## config.mk

```make
export PLATFORM = sky130hd
export DESIGN_NAME = fork_n_sync_flat
export DESIGN_NICKNAME = d
export VERILOG_FILES = /design/src/rtl/fork_n_sync_if.sv /design/src/rtl/fork_n_sync.sv /design/src/flat_wrapper.sv
export SDC_FILE = /design/constraint.sdc
export NUM_CORES = 1
export LEC_CHECK = 0
export BUFFER_PORTS_ARGS = -buffer_cell sky130_fd_sc_hd__clkbuf_2
export CAP_MARGIN = 20
export CORE_UTILIZATION = 46
export CTS_CLUSTER_DIAMETER = 100
export DETAILED_ROUTE_END_ITERATION = 12
export PLACE_DENSITY_LB_ADDON = 0.1
export SETUP_SLACK_MARGIN = 0.3
export SLEW_MARGIN = 10
export SYNTH_ARGS = -nofsm -noshare
export SYNTH_HDL_FRONTEND = slang
export SYNTH_SLANG_ARGS = --single-unit
export TNS_END_PERCENT = 30
```

## constraint.sdc

```tcl
create_clock -name clk_i -period 1.68 [get_ports clk_i]
set_input_delay 0.336 -clock clk_i [delete_from_list [all_inputs] [get_ports clk_i]]
set_output_delay 0.336 -clock clk_i [all_outputs]
set_load 0.02 [all_outputs]
```

## src/rtl/fork_n_sync_if.sv

```systemverilog
// fork_n_sync_if -- handshake bundle for the fork_n_sync broadcast stage.
//
// One upstream valid/ready channel (valid_i, ready_o, data_i) fans out to
// N_OUT downstream channels (valid_o[k], ready_i[k]) sharing data_o.
// Signal names keep the block's view: *_i are driven by the environment,
// *_o by the block.
//
// Optional: FORK_SYNC_MASK_EN adds mask_i, the per-transaction destination set.
//
// Modports:
//   master -- environment side (drives valid_i, data_i, mask_i, ready_i)
//   slave  -- the fork_n_sync block (drives ready_o, valid_o, data_o)

interface fork_n_sync_if #(
    parameter int N_OUT = 3,
    parameter int WIDTH = 32
);
    logic             valid_i;
    logic             ready_o;
    logic [WIDTH-1:0] data_i;
`ifdef FORK_SYNC_MASK_EN
    logic [N_OUT-1:0] mask_i;
`endif
    logic [N_OUT-1:0] valid_o;
    logic [N_OUT-1:0] ready_i;
    logic [WIDTH-1:0] data_o;

    modport master (
        output valid_i,
        output data_i,
`ifdef FORK_SYNC_MASK_EN
        output mask_i,
`endif
        output ready_i,
        input  ready_o,
        input  valid_o,
        input  data_o
    );

    modport slave (
        input  valid_i,
        input  data_i,
`ifdef FORK_SYNC_MASK_EN
        input  mask_i,
`endif
        input  ready_i,
        output ready_o,
        output valid_o,
        output data_o
    );
endinterface

```

## src/rtl/fork_n_sync.sv

```systemverilog
// fork_n_sync -- one-deep register stage that broadcasts each accepted
// transaction to N_OUT downstream channels (eager fork). Every channel
// completes independently; the stage frees (or is refilled back-to-back)
// once every destination channel has taken the payload.
//
// Optional: FORK_SYNC_MASK_EN -- when defined, bus.mask_i selects which
// channels receive each transaction; when undefined every channel does and
// no destination register exists.
//
// Ports:
//   clk_i   -- clock, all state updates on the rising edge
//   rst_ni  -- asynchronous active-low reset
//   bus     -- fork_n_sync_if.slave: valid_i/ready_o/data_i upstream,
//              valid_o[k]/ready_i[k]/data_o downstream, mask_i (optional)

module fork_n_sync #(
    parameter int N_OUT = 3,
    parameter int WIDTH = 32
) (
    input  logic          clk_i,
    input  logic          rst_ni,
    fork_n_sync_if.slave  bus
);

    if (N_OUT < 2 || N_OUT > 8) begin : g_bad_n_out
        $error("fork_n_sync: N_OUT must be in 2..8");
    end
    if (WIDTH < 1 || WIDTH > 64) begin : g_bad_width
        $error("fork_n_sync: WIDTH must be in 1..64");
    end

    logic             full_q, full_d;
    logic [WIDTH-1:0] data_q, data_d;
    logic [N_OUT-1:0] done_q, done_d;
    logic [N_OUT-1:0] dest;
    logic [N_OUT-1:0] valid;
    logic [N_OUT-1:0] served;
    logic             complete;
    logic             ready;
    logic             accept;

`ifdef FORK_SYNC_MASK_EN
    logic [N_OUT-1:0] dest_q;

    always_ff @(posedge clk_i or negedge rst_ni) begin
        if (!rst_ni) begin
            dest_q <= '0;
        end else if (accept) begin
            dest_q <= bus.mask_i;
        end
    end

    assign dest = dest_q;
`else
    assign dest = '1;
`endif

    // Outputs come straight from registers: no path from valid_i/ready_i.
    assign valid       = {N_OUT{full_q}} & dest & ~done_q;
    assign bus.valid_o = valid;
    assign bus.data_o  = data_q;

    assign served   = valid & bus.ready_i;
    // A channel is finished if it was never a destination, already took the
    // payload, or takes it this cycle. An empty mask completes immediately.
    assign complete = &(~dest | done_q | bus.ready_i);
    assign ready    = ~full_q | complete;
    assign bus.ready_o = ready;
    assign accept   = bus.valid_i & ready;

    // NOTE: every variable gets its hold value first so no path leaves it
    // unassigned, which would otherwise infer a latch.
    always_comb begin
        full_d = full_q;
        data_d = data_q;
        done_d = done_q;
        if (accept) begin
            // Covers complete-and-accept too: replacement with no bubble.
            full_d = 1'b1;
            data_d = bus.data_i;
            done_d = '0;
        end else if (full_q && complete) begin
            full_d = 1'b0;
            done_d = '0;
        end else if (full_q) begin
            done_d = done_q | served;
        end
    end

    // NOTE: state registers use non-blocking assignments so every register
    // samples pre-edge values regardless of statement order.
    // NOTE: the payload register is reset as well, so data_o reads 0 out of
    // reset instead of stale or unknown data.
    always_ff @(posedge clk_i or negedge rst_ni) begin
        if (!rst_ni) begin
            full_q <= 1'b0;
            data_q <= '0;
            done_q <= '0;
        end else begin
            full_q <= full_d;
            data_q <= data_d;
            done_q <= done_d;
        end
    end

endmodule

```

## src/flat_wrapper.sv

```systemverilog
// flat-port wrapper written by rule: the top's interface ports become plain ports
module fork_n_sync_flat 
#(
    parameter int N_OUT = 3,
    parameter int WIDTH = 32
)
  (clk_i, rst_ni, bus_valid_i, bus_data_i, bus_ready_i, bus_ready_o, bus_valid_o, bus_data_o);
  fork_n_sync_if #(.N_OUT(N_OUT), .WIDTH(WIDTH)) bus_i ();
  input  logic clk_i;
  input  logic rst_ni;
  input wire logic [$bits(bus_i.valid_i)-1:0] bus_valid_i;
  input wire logic [$bits(bus_i.data_i)-1:0] bus_data_i;
  input wire logic [$bits(bus_i.ready_i)-1:0] bus_ready_i;
  output wire logic [$bits(bus_i.ready_o)-1:0] bus_ready_o;
  output wire logic [$bits(bus_i.valid_o)-1:0] bus_valid_o;
  output wire logic [$bits(bus_i.data_o)-1:0] bus_data_o;
  assign bus_i.valid_i = bus_valid_i;
  assign bus_i.data_i = bus_data_i;
  assign bus_i.ready_i = bus_ready_i;
  assign bus_ready_o = bus_i.ready_o;
  assign bus_valid_o = bus_i.valid_o;
  assign bus_data_o = bus_i.data_o;
  fork_n_sync #(.N_OUT(N_OUT), .WIDTH(WIDTH)) u_core (.clk_i(clk_i), .rst_ni(rst_ni), .bus(bus_i));
endmodule
```

; ---- After elaboration in Yosys (flattened, before gate mapping)
; Cells that the tools add are included.
[totals]
ff_bits = 36
out_inout_bits = 36
elab_cells = 20
[classes]
n_mux = 5
n_bitwise = 8
reduce_logical = 4
[ops]
columns = op, count
row1 = 3-bit two-way mux, 3
row2 = 3-bit bitwise AND, 2
row3 = 3-bit OR, 2
row4 = 3-bit NOT, 1
row5 = 3-bit AND reduction, 1
row6 = 3-bit nonzero test, 1
row7 = 1-bit two-way mux, 2
row8 = 2-bit nonzero test, 1
row9 = 1-bit bitwise AND, 1
row10 = 1-bit logical AND, 1
row11 = 1-bit NOT, 1
row12 = 1-bit OR, 1

; ---- Longest topological paths before layout
; Gate-level depths: netlist of the first run.
[logic_depth]
ltp_word = 7
mapped_depth = 5
mapped_depth_nobuf = 3

; ---- Worst setup path after synthesis of the first run
; OpenSTA, ideal clock, no wires.
[synth_path]
path_kind = flip-flop to flip-flop
start = register u_core.done_q[0]
end = register u_core.data_q[10] (netlist: u_core.bus.data_o[10])
setup_time_ns = 0.122
t_arrival_ns = 1.157
required_time_ns = 1.558
setup_slack_ns = 0.401
stages_incl_launch_ff = 5
cell_sequence = dfrtp_1 > o22ai_2 > o21ai_4 > buf_6 > a32o_1
[synth_via]
elab_chain_len = 4
[synth_rtl]
columns = element, line_no
row1 = "start, declared", fork_n_sync.sv:34  ; logic [N_OUT-1:0] done_q, done_d;
row2 = "start signal, assigned", fork_n_sync.sv:102  ; done_q <= done_d;
row3 = 3-bit OR, fork_n_sync.sv:66  ; assign complete = &(~dest | done_q | bus.ready_i);
row4 = 3-bit AND reduction, fork_n_sync.sv:66
row5 = 1-bit OR, fork_n_sync.sv:67  ; assign ready = ~full_q | complete;
row6 = via bus_ready_o, flat_wrapper.sv:14  ; output wire logic [$bits(bus_i.ready_o)-1:0] bus_ready_o;
row7 = 1-bit bitwise AND, fork_n_sync.sv:69  ; assign accept = bus.valid_i & ready;
row8 = "end signal, assigned", fork_n_sync.sv:101  ; data_q <= data_d;
row9 = "end, declared", fork_n_sync.sv:33  ; logic [WIDTH-1:0] data_q, data_d;
; The timed path passes the listed nets, and every way through them passes these cells.
; A chain may end at the register's enable or synchronous reset.

; ---- Worst setup path after layout of the first run
[layout_path]
start = register u_core.done_q[1]
end = output bus_valid_o[1]
[layout_via]
elab_chain_len = 2
[layout_rtl]
columns = element, line_no
row1 = 3-bit NOT, fork_n_sync.sv:59  ; assign valid = {N_OUT{full_q}} & dest & ~done_q;
row2 = 3-bit bitwise AND, fork_n_sync.sv:59
row3 = "end, declared", flat_wrapper.sv:15  ; output wire logic [$bits(bus_i.valid_o)-1:0] bus_valid_o;
; No other way between the ends.

==> run metrics, run 1 <==
result of the run finished clean; Post-Synthesis Mean Instance Area 12.29 sq um; FF+latch count, synth 36; initial core utilization 48.95%; count of standard-cell rows 21; Critical Setup Path Class reg -> out; number of vias per cell after detailed routing 5.364; CTS tree built; worst setup skew after layout 0.008547 ns; slew of the pin with the lowest slew margin 0.4551 ns; combined global-route utilization of all metal layers 22.17%; hold-fix buffer count after cts 0; Clock Pin Slew Worst Setup and Hold Paths 0.10 ns; largest cells by area after synthesis sky130_fd_sc_hd__dfrtp_1 54%, sky130_fd_sc_hd__a32o_1 19%, sky130_fd_sc_hd__and2_1 12%, sky130_fd_sc_hd__buf_6 2.0%, sky130_fd_sc_hd__clkbuf_1 1.4%; Avg WL per Cell 14.92 microns; footprint of the multi-input gates 696.9 sq um; number of levels in the clock H-tree 2; clock insertion delay at the later pin of the skew report 0.33 ns; antenna fix cells 0; net count of the mapped netlist 173; kind of end point of the critical path primary output; wire length of the first global-routing pass 5968 microns; largest fanout on the critical path 2; Synth area leader sky130_fd_sc_hd__dfrtp_1; total of fill cells in the finished design 281; critical path startpoint category flip-flop; # nets final 256; setup tns final 0 ns; required time at the worst-slack endpoint 1.34 ns; number of nets with antenna violations after detailed routing 0; highest achievable clock rate 640.3 MHz; HP Class in -> async; via count of the routed design 1416; PwrDens 1888 nW/um^2; Synth cell types 24; fraction of final layout cells with drive strength greater than 1 47.25%; Layout Cells excl Fill 264; initial antenna violation count 0; routability congestion estimate 0.6918; unrepaired setup endpoints after global routing true; fraction of synthesis flops using an asynchronous set or reset pin 100.0%; leakage power summed over all cells 1.109 nW; Final Max Slew Viols 0; sum of overflow across all layers after global routing 0; sequential cell area 900.9 sq um; sequential share of the synthesized area 54.30%; number of clock sinks 36; remaining design rule violation count 0; Area growth, synth to finish 36.05%; total CTS buffers 5; Gate Count Post-Synth 135; DR iter-0 viols 60; hold violation total from the final report 0; placed wire-length estimate 2503 microns; fraction of the cycle the final worst path needs 92.96%; hold slack final 0.02745 ns; Max Buffers Root-to-Sink 2; final number of setup-violating endpoints 0; number of global-route vias before repair 1313; standard cell core area 3390 sq um; Die Y 62.06 microns; die area 3851 sq um; detailed-routing iteration count for the pre-antenna-repair pass 4; Die Wd 62.06 microns; Worst VDD drop 0.0008648 V; total standard cell area after synthesis 1659 sq um; max_slew headroom 69.66%; Synth Flop Type sky130_fd_sc_hd__dfrtp_1; top-level I/O count 74; Max-cap violations 0; largest net degree at the start of global routing 37; wirelength, routed 3938 microns; clock period minus worst slack 1.562 ns; fraction of synthesized cell area taken by the top area cell type 54.30%; number of input and output port buffers inserted 73; number of placed instances with taps included 248; root cell of the clock tree sky130_fd_sc_hd__clkbuf_4; number of enable flip-flop cells after synthesis 0; signal arrival time at the worst endpoint 1.23 ns; Yosys warning count 0
==> metrics by stage <==
| stage | utilization [%] | setup slack (ns) | power (W) | area [sq um] |
|---|---|---|---|---|
| final | 66.59 | 0.1183 | 0.004261 | 2257 |
| after global routing | 66.59 | 0.06140 | 0.004547 | 2257 |
| after CTS | 65.74 | 0.1036 | 0.004222 | 2228 |
| after detailed placement | 61.09 | 0.1064 | 0.003563 | 2071 |
| after global placement | 61.09 | 0.1812 | 0.003493 | 2071 |
| after floorplan | - | 0.4013 | 0.002915 | 1659 |
==> worst paths after layout <==
| check | start | end | slack [ns] | depth (start not counted) |
|---|---|---|---|---|
| min in group clk_i | bus_data_i[25] | u_core.bus.data_o[25]$_DFFE_PN0P_ | 0.24 | 2 |
| min reg2reg | u_core.bus.data_o[21]$_DFFE_PN0P_ | u_core.bus.data_o[21]$_DFFE_PN0P_ | 0.60 | 2 |
| max in group asynchronous | rst_ni | u_core.bus.data_o[19]$_DFFE_PN0P_ | 1.33 | 2 |
| max | u_core.done_q[1]$_DFFE_PN0P_ | bus_valid_o[1] | 0.12 | 3 |
| min | rst_ni | u_core.bus.data_o[20]$_DFFE_PN0P_ | 0.03 | 2 |
| max reg2reg | u_core.done_q[1]$_DFFE_PN0P_ | u_core.bus.data_o[13]$_DFFE_PN0P_ | 0.15 | 7 |
==> state kept, by name (all words and copies together) (netlist names) <==
signal	count
u_core.bus.data_o	32
u_core.full_q	1
u_core.done_q	3
==> synthesized netlist by cell type, types with 2 or more instances <==
| library cell | count |
|---|---|
| sky130_fd_sc_hd__clkbuf_1 | 6 |
| sky130_fd_sc_hd__nor2_1 | 2 |
| sky130_fd_sc_hd__buf_2 | 4 |
| sky130_fd_sc_hd__a32o_1 | 32 |
| sky130_fd_sc_hd__or2b_1 | 2 |
| sky130_fd_sc_hd__o21ai_0 | 3 |
| sky130_fd_sc_hd__and2_1 | 32 |
| sky130_fd_sc_hd__buf_6 | 3 |
| sky130_fd_sc_hd__dfrtp_1 | 36 |
==> critical path, stage by stage (launching register included) <==
cell,delay [ns]
sky130_fd_sc_hd__dfrtp_1,0.44
sky130_fd_sc_hd__buf_6,0.13
sky130_fd_sc_hd__and2b_1,0.19
sky130_fd_sc_hd__clkbuf_8,0.14
==> layout make-up <==
cell class / count / share of cell area [%]
clock buffers: 6 / 1.829
clock inverters: 1 / 0.2217
multi-input cells: 85 / 30.88
flip-flops and latches: 36 / 39.91
well taps: 46 / 2.550
repair buffers: 90 / 24.61
==> layer usage <==
layer	share of wire, %	vias up	GRT usage (%)
met3	6.5	6	7.453
met4	1.4	0	7.619
met5	0	-	0
met2	51	50	36.47
met1	41	688	27.31
li1	-	672	-
==> where the power goes <==
group	switching [W]	internal [W]	total (W)
registers	0.000219	0.00126	0.00148
logic	0.00123	0.00113	0.00236
clock network	0.000268	0.000154	0.000423
==> what timing repair did <==
action / in CTS / in global routing
buffers inserted: 7 / 2
setup endpoints to repair: 36 / 38
cloned: 0 / 0
gates resized for setup: 15 / 5
pin swaps: 2 / 0
==> cell families (layout without fill, tap and decap cells) <==
family	Yosys count	after routing	share of synthesized area [%]
AO/OA/AOI/OAI	39	39	23.00
buffers and inverters	14	97	5.053
flip-flops	36	36	54.30
AND/OR/NAND/NOR	46	46	17.65
==> placed cells by master, fill, tap and decap left out, types with 2 or more instances in the layout <==
cell	synthesis	routed
sky130_fd_sc_hd__clkbuf_2	0	69
sky130_fd_sc_hd__dfrtp_1	36	36
sky130_fd_sc_hd__and2_1	32	32
sky130_fd_sc_hd__a32o_1	32	32
sky130_fd_sc_hd__buf_4	1	10
sky130_fd_sc_hd__buf_6	3	6
sky130_fd_sc_hd__clkbuf_4	0	5
sky130_fd_sc_hd__o21ai_0	3	3
sky130_fd_sc_hd__or2b_1	2	2
sky130_fd_sc_hd__buf_8	0	2
No activity file was read; power rests on OpenSTA's default activity.
==> run 2: changes to the inputs <==
--- a/config.mk
+++ b/config.mk
@@ -6,8 +6,8 @@
 export NUM_CORES = 1
 export LEC_CHECK = 0
 export BUFFER_PORTS_ARGS = -buffer_cell sky130_fd_sc_hd__clkbuf_2
-export CAP_MARGIN = 20
-export CORE_UTILIZATION = 46
+export CAP_MARGIN = 10
+export CORE_UTILIZATION = 35
 export CTS_CLUSTER_DIAMETER = 100
 export DETAILED_ROUTE_END_ITERATION = 12
 export PLACE_DENSITY_LB_ADDON = 0.1
==> constraint.sdc (replaced) <==
create_clock -name clk_i -period 1.5 [get_ports clk_i]
set_input_delay 0.3 -clock clk_i [delete_from_list [all_inputs] [get_ports clk_i]]
set_output_delay 0.3 -clock clk_i [all_outputs]
set_load 0.02 [all_outputs]
==> run metrics, run 2 (same netlist as run 1, synthesis figures left out) <==
final core occ 52.06%; total CTS buffers 5; highest achievable clock rate 695.5 MHz; most used cells in the layout excluding fill and tap cells 70 x sky130_fd_sc_hd__clkbuf_2, 35 x sky130_fd_sc_hd__dfrtp_1, 32 x sky130_fd_sc_hd__and2_1, 32 x sky130_fd_sc_hd__a32o_1, 13 x sky130_fd_sc_hd__buf_4; root cell of the clock tree sky130_fd_sc_hd__clkbuf_8; Die Y 70.85 microns; Critical Path Slowest Stage Cell sky130_fd_sc_hd__dfrtp_1; Critical Path, Cell by Cell o22ai_4 > o21ai_4 > buf_8; largest fanout on the critical path 3; number of clock sinks 36; detailed-routing iteration count for the pre-antenna-repair pass 6; Area growth, synth to finish 39.44%; fraction of final layout cells with drive strength greater than 1 47.95%; Max Buffers Root-to-Sink 2; final number of setup-violating endpoints 0; Die Wd 70.85 microns; worst setup skew after layout 0.006527 ns; origin of the critical flop-to-flop path u_core.done_q[0]$_DFFE_PN0P_; wire length of the first global-routing pass 7065 microns; register-to-register path setup slack 0.12 ns; sum of overflow across all layers after global routing 0; number of flip-flops under the largest register name 32; top-level I/O count 74; critical path startpoint category flip-flop; Avg WL per Cell 15.70 microns; max_slew headroom 68.90%; signal arrival time at the worst endpoint 1.14 ns; clock insertion delay at the later pin of the skew report 0.28 ns; CTS tree built; initial antenna violation count 0; hold violation total from the final report 0; largest net degree at the start of global routing 37; cell family with the largest share of critical-path delay flip-flops; wirelength, routed 4254 microns; routability congestion estimate 0.7245; HP Class in -> async; overall power consumption 0.004927 W; remaining design rule violation count 0; kind of end point of the critical path primary output; leakage power summed over all cells 1.116 nW; fraction of the cycle the final worst path needs 95.86%; clock period minus worst slack 1.438 ns; worst r2r dst u_core.bus.data_o[2]$_DFFE_PN0P_; via count of the routed design 1421; initial core utilization 37.33%; Max-cap violations 0; antenna fix cells 0; die area 5020 sq um; unrepaired setup endpoints after global routing true; slew of the pin with the lowest slew margin 0.4665 ns; hold-fix buffer count after cts 0; sum of buffers and inverters on the critical path 1; combined global-route utilization of all metal layers 18.00%; setup tns final 0 ns; standard cell area after detailed placement 2093 sq um; count of standard-cell rows 24; max incr delay on CP 0.42 ns; # nets final 256; number of nets with antenna violations after detailed routing 0; hold slack final 0.04986 ns; number of levels in the clock H-tree 2; final std cell area, no fill 2313 sq um; number of global-route vias before repair 1453; number of vias per cell after detailed routing 5.244; placed wire-length estimate 2883 microns; result of the run finished clean; Final Max Slew Viols 0; required time at the worst-slack endpoint 1.20 ns; Worst R2R Path Depth 5; number of input and output port buffers inserted 73; Worst VDD drop 0.001190 V; Critical Setup Path Class reg -> out; standard cell core area 4444 sq um; Clock Pin Slew Worst Setup and Hold Paths 0.07 ns; total of fill cells in the finished design 410; DR iter-0 viols 90; most common cell after layout, fill and taps aside sky130_fd_sc_hd__clkbuf_2; PwrDens 2130 nW/um^2
run 2: cell count changes in the layout (fill, tap and decap cells not counted), sizes merged:
cell and change:
clkbuf +2, buf -1, clkinv -1, clkinvlp +1
run 2: area by class of cell:
class / instances / area [sq um] / area share (%)
sequential: 36 / 902.1 / 38.99
multi-input combinational: 85 / 691.9 / 29.91
timing repair buffer: 90 / 560.5 / 24.23
clock buffer: 7 / 86.33 / 3.732
tap: 52 / 65.06 / 2.812
clock inverter: 1 / 7.507 / 0.3245
run 2: power breakdown:
part	total (W)	internal (W)	switching, W
sequential	0.00167	0.00142	0.000252
combinational	0.00255	0.00119	0.00136
clock	0.000709	0.000373	0.000335
run 2: per-stage QoR:
step | std cells | setup slack, ns
4_1_cts | 269 | 0.04942
6_report | 271 | 0.06211
3_5_place_dp | 256 | 0.1446
5_1_grt | 271 | 0.01085
2_1_floorplan | 135 | 0.2744
3_3_place_gp | 256 | 0.1822
run 2: routing by layer:
metal  vias to the layer above  routed length, microns  track usage, %  part of all wire (%)
met2                        46                    2141           30.77                    50
met1                       700                    1841           22.03                    43
met3                         2                     247           5.271                   5.8
met5                         -                       0               0                     0
met4                         0                      24           5.556                  0.56
li1                        673                       -               -                     -
run 2: worst max-delay path by stage:
| stage | endpoint | cells after the start | slack, ns | start |
|---|---|---|---|---|
| after CTS | bus_valid_o[0] | 3 | 0.05 | u_core.full_q$_DFFE_PN0P_ |
| after global placement | u_core.bus.data_o[2]$_DFFE_PN0P_ | 5 | 0.18 | bus_ready_i[0] |
| after floorplan | u_core.bus.data_o[10]$_DFFE_PN0P_ | 4 | 0.27 | u_core.done_q[0]$_DFFE_PN0P_ |
| after detailed placement | u_core.bus.data_o[31]$_DFFE_PN0P_ | 5 | 0.14 | bus_ready_i[0] |
| after global routing | bus_ready_o | 3 | 0.01 | u_core.done_q[0]$_DFFE_PN0P_ |
| final | bus_ready_o | 3 | 0.06 | u_core.done_q[0]$_DFFE_PN0P_ |
run 2: repair_timing:
item / 4_1_cts / 5_1_grt
cloned: 0 / 1
endpoints found under the hold margin: 0 / 0
resized for setup: 9 / 7
setup buffers: 5 / 1
pin swaps: 1 / 3
setup endpoints to repair: 37 / 39
